`src/rtl/pic_control_pkg.sv`:
```
// Shared definitions for the 8259A control-word sequencer: init-state encoding
// and bit positions inside ICW1, ICW4 and OCW3.
package pic_control_pkg;

    typedef enum logic [2:0] {
        ST_UNINIT    = 3'd0,
        ST_WAIT_ICW2 = 3'd1,
        ST_WAIT_ICW3 = 3'd2,
        ST_WAIT_ICW4 = 3'd3,
        ST_READY     = 3'd4
    } cws_state_t;

    localparam int ICW1_LTIM = 3;
    localparam int ICW1_ADI  = 2;
    localparam int ICW1_SNGL = 1;
    localparam int ICW1_IC4  = 0;

    localparam int ICW4_SFNM = 4;
    localparam int ICW4_BUF  = 3;
    localparam int ICW4_MS   = 2;
    localparam int ICW4_AEOI = 1;
    localparam int ICW4_UPM  = 0;

    localparam int OCW3_ESMM = 6;
    localparam int OCW3_SMM  = 5;
    localparam int OCW3_RR   = 1;
    localparam int OCW3_RIS  = 0;

endpackage

```
`src/rtl/control_word_sequencer_write_strobe_edge_detector.sv`:
```
// Registered rising-edge detector: a level strobe held any number of cycles
// yields a single-cycle pulse in its first high cycle.
module write_strobe_edge_detector (
    input  logic clock,
    input  logic reset,
    input  logic strobe,
    output logic pulse
);

    logic strobe_q;

    always_ff @(posedge clock or posedge reset) begin
        if (reset) begin
            strobe_q <= 1'b0;
        end else begin
            strobe_q <= strobe;
        end
    end

    assign pulse = strobe & ~strobe_q;

endmodule

```
`src/rtl/control_word_sequencer.sv`:
```
// 8259A ICW/OCW sequencer and configuration register file.
// Optional build macro CASCADE_MODE_EN enables the ICW3 step and cascade register.
module control_word_sequencer
    import pic_control_pkg::*;
#(
    parameter logic [7:0] IMR_RESET_VALUE  = 8'h00,
    parameter logic [7:0] ICW3_RESET_VALUE = 8'h00
) (
    input  logic       clock,
    input  logic       reset,
    input  logic [7:0] internal_data_bus,
    input  logic       write_initial_command_word_1,
    input  logic       write_a0_high,
    input  logic       write_operation_control_word_2,
    input  logic       write_operation_control_word_3,
    output logic       init_done,
    output logic       level_or_edge_triggered,
    output logic       call_address_interval_4,
    output logic       single_or_cascade,
    output logic [4:0] interrupt_vector_address,
    output logic [7:0] cascade_device_config,
    output logic       special_fully_nested,
    output logic       buffered_mode,
    output logic       buffered_master_or_slave,
    output logic       auto_eoi,
    output logic       u8086_or_mcs80,
    output logic [7:0] interrupt_mask,
    output logic       special_mask_mode,
    output logic       read_register_isr_or_irr,
    output logic       ocw2_strobe,
    output logic [7:0] ocw2_command
);

    logic       icw1_ev;
    logic       a0_ev;
    logic       ocw2_ev;
    logic       ocw3_ev;
    logic       do_icw1;
    logic       do_a0;
    logic       do_ocw2;
    logic       do_ocw3;
    logic       ic4;
    cws_state_t state;
    cws_state_t after_icw2;

    write_strobe_edge_detector u_icw1_edge (
        .clock (clock),
        .reset (reset),
        .strobe(write_initial_command_word_1),
        .pulse (icw1_ev)
    );

    write_strobe_edge_detector u_a0_edge (
        .clock (clock),
        .reset (reset),
        .strobe(write_a0_high),
        .pulse (a0_ev)
    );

    write_strobe_edge_detector u_ocw2_edge (
        .clock (clock),
        .reset (reset),
        .strobe(write_operation_control_word_2),
        .pulse (ocw2_ev)
    );

    write_strobe_edge_detector u_ocw3_edge (
        .clock (clock),
        .reset (reset),
        .strobe(write_operation_control_word_3),
        .pulse (ocw3_ev)
    );

    // Only the highest-priority event of a cycle is acted on; the rest are dropped.
    assign do_icw1 = icw1_ev;
    assign do_a0   = a0_ev & ~icw1_ev;
    assign do_ocw2 = ocw2_ev & ~icw1_ev & ~a0_ev;
    assign do_ocw3 = ocw3_ev & ~icw1_ev & ~a0_ev & ~ocw2_ev;

    always_comb begin
        after_icw2 = ic4 ? ST_WAIT_ICW4 : ST_READY;
`ifdef CASCADE_MODE_EN
        if (!single_or_cascade) begin
            after_icw2 = ST_WAIT_ICW3;
        end
`endif
    end

    always_ff @(posedge clock or posedge reset) begin
        if (reset) begin
            state                    <= ST_UNINIT;
            ic4                      <= 1'b0;
            level_or_edge_triggered  <= 1'b0;
            call_address_interval_4  <= 1'b0;
            single_or_cascade        <= 1'b0;
            interrupt_vector_address <= 5'd0;
            special_fully_nested     <= 1'b0;
            buffered_mode            <= 1'b0;
            buffered_master_or_slave <= 1'b0;
            auto_eoi                 <= 1'b0;
            u8086_or_mcs80           <= 1'b0;
            interrupt_mask           <= IMR_RESET_VALUE;
            special_mask_mode        <= 1'b0;
            read_register_isr_or_irr <= 1'b0;
            ocw2_strobe              <= 1'b0;
            ocw2_command             <= 8'h00;
        end else begin
            ocw2_strobe  <= 1'b0;
            ocw2_command <= 8'h00;
            if (do_icw1) begin
                level_or_edge_triggered  <= internal_data_bus[ICW1_LTIM];
                call_address_interval_4  <= internal_data_bus[ICW1_ADI];
                single_or_cascade        <= internal_data_bus[ICW1_SNGL];
                ic4                      <= internal_data_bus[ICW1_IC4];
                interrupt_mask           <= IMR_RESET_VALUE;
                special_mask_mode        <= 1'b0;
                read_register_isr_or_irr <= 1'b0;
                special_fully_nested     <= 1'b0;
                buffered_mode            <= 1'b0;
                buffered_master_or_slave <= 1'b0;
                auto_eoi                 <= 1'b0;
                u8086_or_mcs80           <= 1'b0;
                state                    <= ST_WAIT_ICW2;
            end else if (do_a0) begin
                case (state)
                    ST_WAIT_ICW2: begin
                        interrupt_vector_address <= internal_data_bus[7:3];
                        state                    <= after_icw2;
                    end
`ifdef CASCADE_MODE_EN
                    ST_WAIT_ICW3: begin
                        state <= ic4 ? ST_WAIT_ICW4 : ST_READY;
                    end
`endif
                    ST_WAIT_ICW4: begin
                        special_fully_nested     <= internal_data_bus[ICW4_SFNM];
                        buffered_mode            <= internal_data_bus[ICW4_BUF];
                        buffered_master_or_slave <= internal_data_bus[ICW4_MS];
                        auto_eoi                 <= internal_data_bus[ICW4_AEOI];
                        u8086_or_mcs80           <= internal_data_bus[ICW4_UPM];
                        state                    <= ST_READY;
                    end
                    ST_READY: begin
                        interrupt_mask <= internal_data_bus;
                    end
                    default: begin
                    end
                endcase
            end else if (do_ocw2 && state == ST_READY) begin
                ocw2_strobe  <= 1'b1;
                ocw2_command <= internal_data_bus;
            end else if (do_ocw3 && state == ST_READY) begin
                if (internal_data_bus[OCW3_ESMM]) begin
                    special_mask_mode <= internal_data_bus[OCW3_SMM];
                end
                if (internal_data_bus[OCW3_RR]) begin
                    read_register_isr_or_irr <= internal_data_bus[OCW3_RIS];
                end
            end
        end
    end

`ifdef CASCADE_MODE_EN
    logic [7:0] icw3_q;

    always_ff @(posedge clock or posedge reset) begin
        if (reset) begin
            icw3_q <= ICW3_RESET_VALUE;
        end else if (do_a0 && state == ST_WAIT_ICW3) begin
            icw3_q <= internal_data_bus;
        end
    end

    assign cascade_device_config = icw3_q;
`else
    assign cascade_device_config = ICW3_RESET_VALUE;
`endif

    assign init_done = (state == ST_READY);

endmodule

```
`config.mk`:
```
export PLATFORM = sky130hd
export DESIGN_NAME = control_word_sequencer
export DESIGN_NICKNAME = d
export VERILOG_FILES = /design/src/rtl/pic_control_pkg.sv /design/src/rtl/control_word_sequencer_write_strobe_edge_detector.sv /design/src/rtl/control_word_sequencer.sv
export SDC_FILE = /design/constraint.sdc
export NUM_CORES = 1
export LEC_CHECK = 0
export ABC_AREA = 1
export BUFFER_PORTS_ARGS = -buffer_cell sky130_fd_sc_hd__clkbuf_2
export CAP_MARGIN = 20
export CORE_ASPECT_RATIO = 2
export CORE_UTILIZATION = 53
export CTS_CLUSTER_SIZE = 10
export DETAILED_ROUTE_END_ITERATION = 10
export PLACE_DENSITY = 0.83
export SETUP_SLACK_MARGIN = 0.1
export SLEW_MARGIN = 25
export SYNTH_ARGS = -nofsm -noshare
export SYNTH_HDL_FRONTEND = slang
export SYNTH_SLANG_ARGS = --single-unit
```
`constraint.sdc`:
```
create_clock -name clock -period 2.8 [get_ports clock]
set_clock_uncertainty 0.2 [all_clocks]
set_input_delay 0.14 -clock clock [delete_from_list [all_inputs] [get_ports clock]]
set_output_delay 0.14 -clock clock [all_outputs]
set_load 0.005 [all_outputs]
```
-- Yosys cells after proc, flatten, opt, wreduce, memory -nomap -nowiden
Cells that the tools add are included.
- register bits after elaboration: 40
- input bits: 14
- output and inout bits: 41
- logic and storage cells: 95
- eq/ne operators: 5
- multiplexer cells: 38
- bitwise gates (word level): 17
- reduce and logical (&&, ||, !) cells: 15
- operator list (operator ; count):
    8-bit two-way mux ; 6
    1-bit two-way mux ; 28
    2-bit nonzero test ; 6
    1-bit AND ; 10
    3-bit two-way mux ; 3
    4-bit AND reduction ; 2
    1-bit inverter ; 7
    3-bit one-hot mux with 2 select lines ; 1
    2-bit AND reduction ; 3
    2-bit != test, second input constant ; 2
    3-bit by 1-bit == test with 1-bit output, second input constant ; 1
    3-bit by 2-bit == test with 1-bit output, second input constant ; 1
    3-bit == test, second input constant ; 1
    3-bit AND reduction ; 1
    3-bit nonzero test ; 1
    1-bit logical AND ; 2

-- Depth between registers and ports, before layout
- word-level depth: 11
- mapped depth: 9
- gate-level depth less buffers: 9

-- By module
A second synthesis with hierarchy kept.
- cells, all modules: 175
- area, all modules: 1647.8 um^2
- modules (own cells, without submodules) (module ; times used ; cells each ; area an instance (um^2) ; seq. area each (um^2)):
    control_word_sequencer ; 1 ; 159 ; 1492.7 ; 900.9
    write_strobe_edge_detector ; 4 ; 4 ; 38.8 ; 25.0

-- Worst setup path after synthesis
OpenSTA, ideal clock, no wires.
- path kind: register to register
- from: register state[1]
- to: register special_mask_mode
- setup time: 0.117 ns
- data arrival time: 0.979 ns
- required time: 2.483 ns
- path slack: 1.505 ns
- cell stages (with the launch flop): 9
- clock period less this slack: 1.295 ns
- path through: dfrtp_1 > nor2_1 > nand2_2 > nor2_2 > nand2_1 > nand2_1 > nand2_1 > nand2_1 > nand2_1
- word-level cells in the longest chain between the ends: 4
- RTL lines (item ; RTL line ; text):
    start: declaration ; control_word_sequencer.sv:43 ; cws_state_t state;
    start signal: assignment ; control_word_sequencer.sv:128 ; state <= after_icw2;
    3-bit == test (*) ; control_word_sequencer.sv:149, control_word_sequencer.sv:152 ;
    1-bit logical AND (on tied branches) ; control_word_sequencer.sv:149, control_word_sequencer.sv:152 ;
    2-bit != test (no source line) or 2-bit nonzero test (tied branches) ; n/a ;
    4-bit AND reduction (no source line) (*) ; n/a ;
    end signal: assignment ; control_word_sequencer.sv:154 ; special_mask_mode <= internal_data_bus[OCW3_SMM];
    end: declaration ; control_word_sequencer.sv:28 ; output logic special_mask_mode,
Every way passes the cells marked *; elsewhere a longest branch is shown, timed or not.
A chain may end at the register's enable or synchronous reset.

-- Worst setup path after layout
- from: input port write_initial_command_word_1
- to: register interrupt_mask[3]
- word-level cells in the longest chain between the ends: 5
- RTL lines (item ; RTL line ; text):
    start: declaration ; control_word_sequencer.sv:12 ; input logic write_initial_command_word_1,
    1-bit AND (*) ; control_word_sequencer_write_strobe_edge_detector.sv:20 ; assign pulse = strobe & ~strobe_q;
    1-bit inverter (no source line) ; n/a ;
    1-bit AND ; control_word_sequencer.sv:76 ; assign do_a0 = a0_ev & ~icw1_ev;
    2-bit nonzero test (no source line) ; n/a ;
    2-bit AND reduction (no source line) ; n/a ;
    end signal: assignment ; control_word_sequencer.sv:144 ; interrupt_mask <= internal_data_bus;
    end: declaration ; control_word_sequencer.sv:27 ; output logic [7:0] interrupt_mask,
Marks and branches as above.

==> flow_metrics.tcl <==
set metrics [dict create \
    r2r_slack_ns 1.22 \
    path_common_cell "nand2_1" \
    period_needed_ns 1.73 \
    num_rows 28 \
    die_h_um 80.9 \
    final_nets 258 \
    cpMaxStageDelayCell "dlygate4sd3_1" \
    hold_depth 2 \
    timing.fmax_mhz 577 \
    crit_chain "dlygate4sd3_1 > clkbuf_2 > nand2_4 > inv_2 > o21ai_4 > inv_1 > nand2_1 > nand2_1" \
    clk_pin_slew_ns 0.08 \
    rr_endpoint "interrupt_mask[3]" \
    cts_buffers 5 \
    postCtsSetupRepairBufs 0 \
    avgRoutedWirePerCell_um 12.7 \
    power_density_nw_per_um2 816 \
    nFillCells 253 \
    track_usage 0.224 \
    first_pass_iters 4 \
    ant_nets 0 \
    drc 0 \
    cp.arrival_ns 1.71 \
    cts_tree "built" \
    startpoint_type "primary input" \
    post-dp-hpwl_um 2380 \
    mostFrequentLayoutCell "nand2_1" \
    hold_viol_final 0 \
    critPathMaxStageDelay_ns 0.53 \
    dieWidth_um 41.4 \
    cts_buffer_depth 2 \
    insertion_delay_ns 0.29 \
    synth-seq-cells 40 \
    grt_pass1_wl_um 5530 \
    grt_start_max_net_pins 41 \
    cts_htree_levels 2 \
    leakagePower_uw 0.00124 \
    finalSetupTns_ns 0 \
    min_to "special_mask_mode" \
    hold_start "special_mask_mode" \
    antenna_found_initial 0 \
    vias 1297 \
    setup_violations 0 \
    hp-class "reg2reg" \
    status "completed" \
    drv_slew 0 \
    synth-seq-area-share 0.607 \
    first_global_vias 1182 \
    dieArea_um2 3350 \
    initial_core_util 0.560 \
    drt-initial-drc-count 26 \
    ios 55 \
    most-common-layout-cells "nand2_1, clkbuf_2, dfrtp_1" \
    grt_setup_unrepaired "no" \
    core-area_um2 2940 \
    path_class "in2reg" \
    avgSynthCellArea_um2 9.16 \
    grt_overflow 0 \
    fin_total_pwr_uw 1710 \
    fin_crit_sh 0.619 \
    ctsRootBufferMaster "clkbuf_8" \
    netlist_area_um2 1650 \
    synth_cell_types 20 \
    rr_worst_depth 7 \
    drv_cap 0 \
    r2r_start "u_icw1_edge.strobe_q" \
    clock-sinks 40 \
    yosysWarnings 0 \
    critPathRequiredTime_ns 2.78 \
    endpoint_kind "flop" \
    synthCells 180 \
    via_per_inst 4.72 \
    vdd_drop_max_mv 0.672 \
    syn2layout_area_growth_pct 27.2 \
    finalWeightedCongestion 0.779 \
    diodes 0 \
    cp_max_fo 19 \
    cts_resized 0 \
    routed_wl_um 3480 \
    drive_above_1_share 0.269 \
    numPortBuffers 46 \
]
[report_power, final]
| group | switching (uW) | leakage (uW) | internal (uW) | total [uW] |
|---|---|---|---|---|
| combinational | 253 | 0.000676 | 212 | 465 |
| clock | 197 | 0.0000510 | 197 | 393 |
| sequential | 110 | 0.000511 | 744 | 854 |
| total | 560 | 0.00124 | 1150 | 1710 |
[area by class of cell]
| cell class | instances | area (um2) | area share |
|---|---|---|---|
| well taps | 30 | 37.5 | 0.0179 |
| repair buffers | 60 | 368 | 0.175 |
| clock buffers | 6 | 82.6 | 0.0394 |
| flip-flops and latches | 40 | 1000 | 0.477 |
| clock inverters | 2 | 10.0 | 0.00477 |
| inverters | 22 | 82.6 | 0.0394 |
| multi-input cells | 115 | 515 | 0.246 |
[worst max path at each step]
stage | end | cells past startpoint | from
floorplan | special_mask_mode | 8 | state[1]
global placement | interrupt_mask[3] | 7 | u_icw1_edge.strobe_q
detailed placement | interrupt_mask[3] | 7 | u_icw1_edge.strobe_q
CTS | interrupt_mask[3] | 8 | write_initial_command_word_1
global route | interrupt_mask[3] | 8 | write_initial_command_word_1
finish | interrupt_mask[3] | 8 | write_initial_command_word_1
[cell families (layout without fill, tap and decap cells)]
kind of cell           after synthesis  in the layout  synth area share
DFF                                 40             40             0.607
buffers and inverters               32             90            0.0964
AOI/OAI and AO/OA                   18             18            0.0630
and+or+nand+nor                     89             89             0.231
other                                1              8           0.00227
[state kept, by name, summed over array words and instances (netlist names)]
register and cells:
special_fully_nested 1, ocw2_strobe 1, interrupt_mask 8, u8086_or_mcs80 1, interrupt_vector_address 5, level_or_edge_triggered 1
call_address_interval_4 1, state 3, read_register_isr_or_irr 1, special_mask_mode 1, ocw2_command 8, buffered_master_or_slave 1
single_or_cascade 1, u_a0_edge.strobe_q 1, u_ocw2_edge.strobe_q 1, ic4 1, auto_eoi 1, u_icw1_edge.strobe_q 1
buffered_mode 1, u_ocw3_edge.strobe_q 1
[cell usage after synthesis]
library cell / number / area share
conb_1: 1 / 0.0023
inv_1: 20 / 0.046
o21ai_0: 12 / 0.036
o21ai_4: 1 / 0.0099
o21a_1: 1 / 0.0046
buf_2: 1 / 0.0030
nand3_2: 1 / 0.0061
buf_6: 1 / 0.0068
dfrtp_1: 40 / 0.61
nand2_1: 59 / 0.13
o21ai_1: 3 / 0.0091
a21oi_1: 1 / 0.0030
nand3_1: 4 / 0.012
nor2_1: 18 / 0.041
inv_2: 2 / 0.0046
nand2_4: 3 / 0.020
nor2_2: 1 / 0.0038
nand2_2: 2 / 0.0076
nor3_2: 1 / 0.0061
buf_4: 8 / 0.036
[routing by layer]
metal,track usage,up-vias,wire (um)
met5,0,-,0
met4,0.103,0,75
met3,0.0622,6,94
met2,0.388,27,1920
met1,0.254,612,1390
li1,-,652,-
[worst max-delay path, delay by kind of cell]
| kind | cells | cell delay (ns) |
|---|---|---|
| buf+inv | 4 | 0.94 |
| compound gates | 1 | 0.30 |
| simple gates | 3 | 0.31 |
[per-stage QoR]
stage	worst slack (ns)	instance area (um2)	std cells	util	hold WS, ns
2_1_floorplan	1.50	1680	187	-	-0.0286
4_1_cts	1.06	2100	275	0.713	0.286
5_1_grt	0.920	2100	275	0.713	0.311
3_3_place_gp	1.29	1870	254	0.637	0.0633
3_5_place_dp	1.23	1870	254	0.637	0.0623
6_report	1.07	2100	275	0.713	0.285
[timing repair]
| item | in CTS | in global routing |
|---|---|---|
| setup endpoints to repair | 0 | 0 |
| hold endpoints to repair | 62 | 0 |
| hold buffers | 13 | 0 |
No activity file was read; power rests on OpenSTA's default activity.
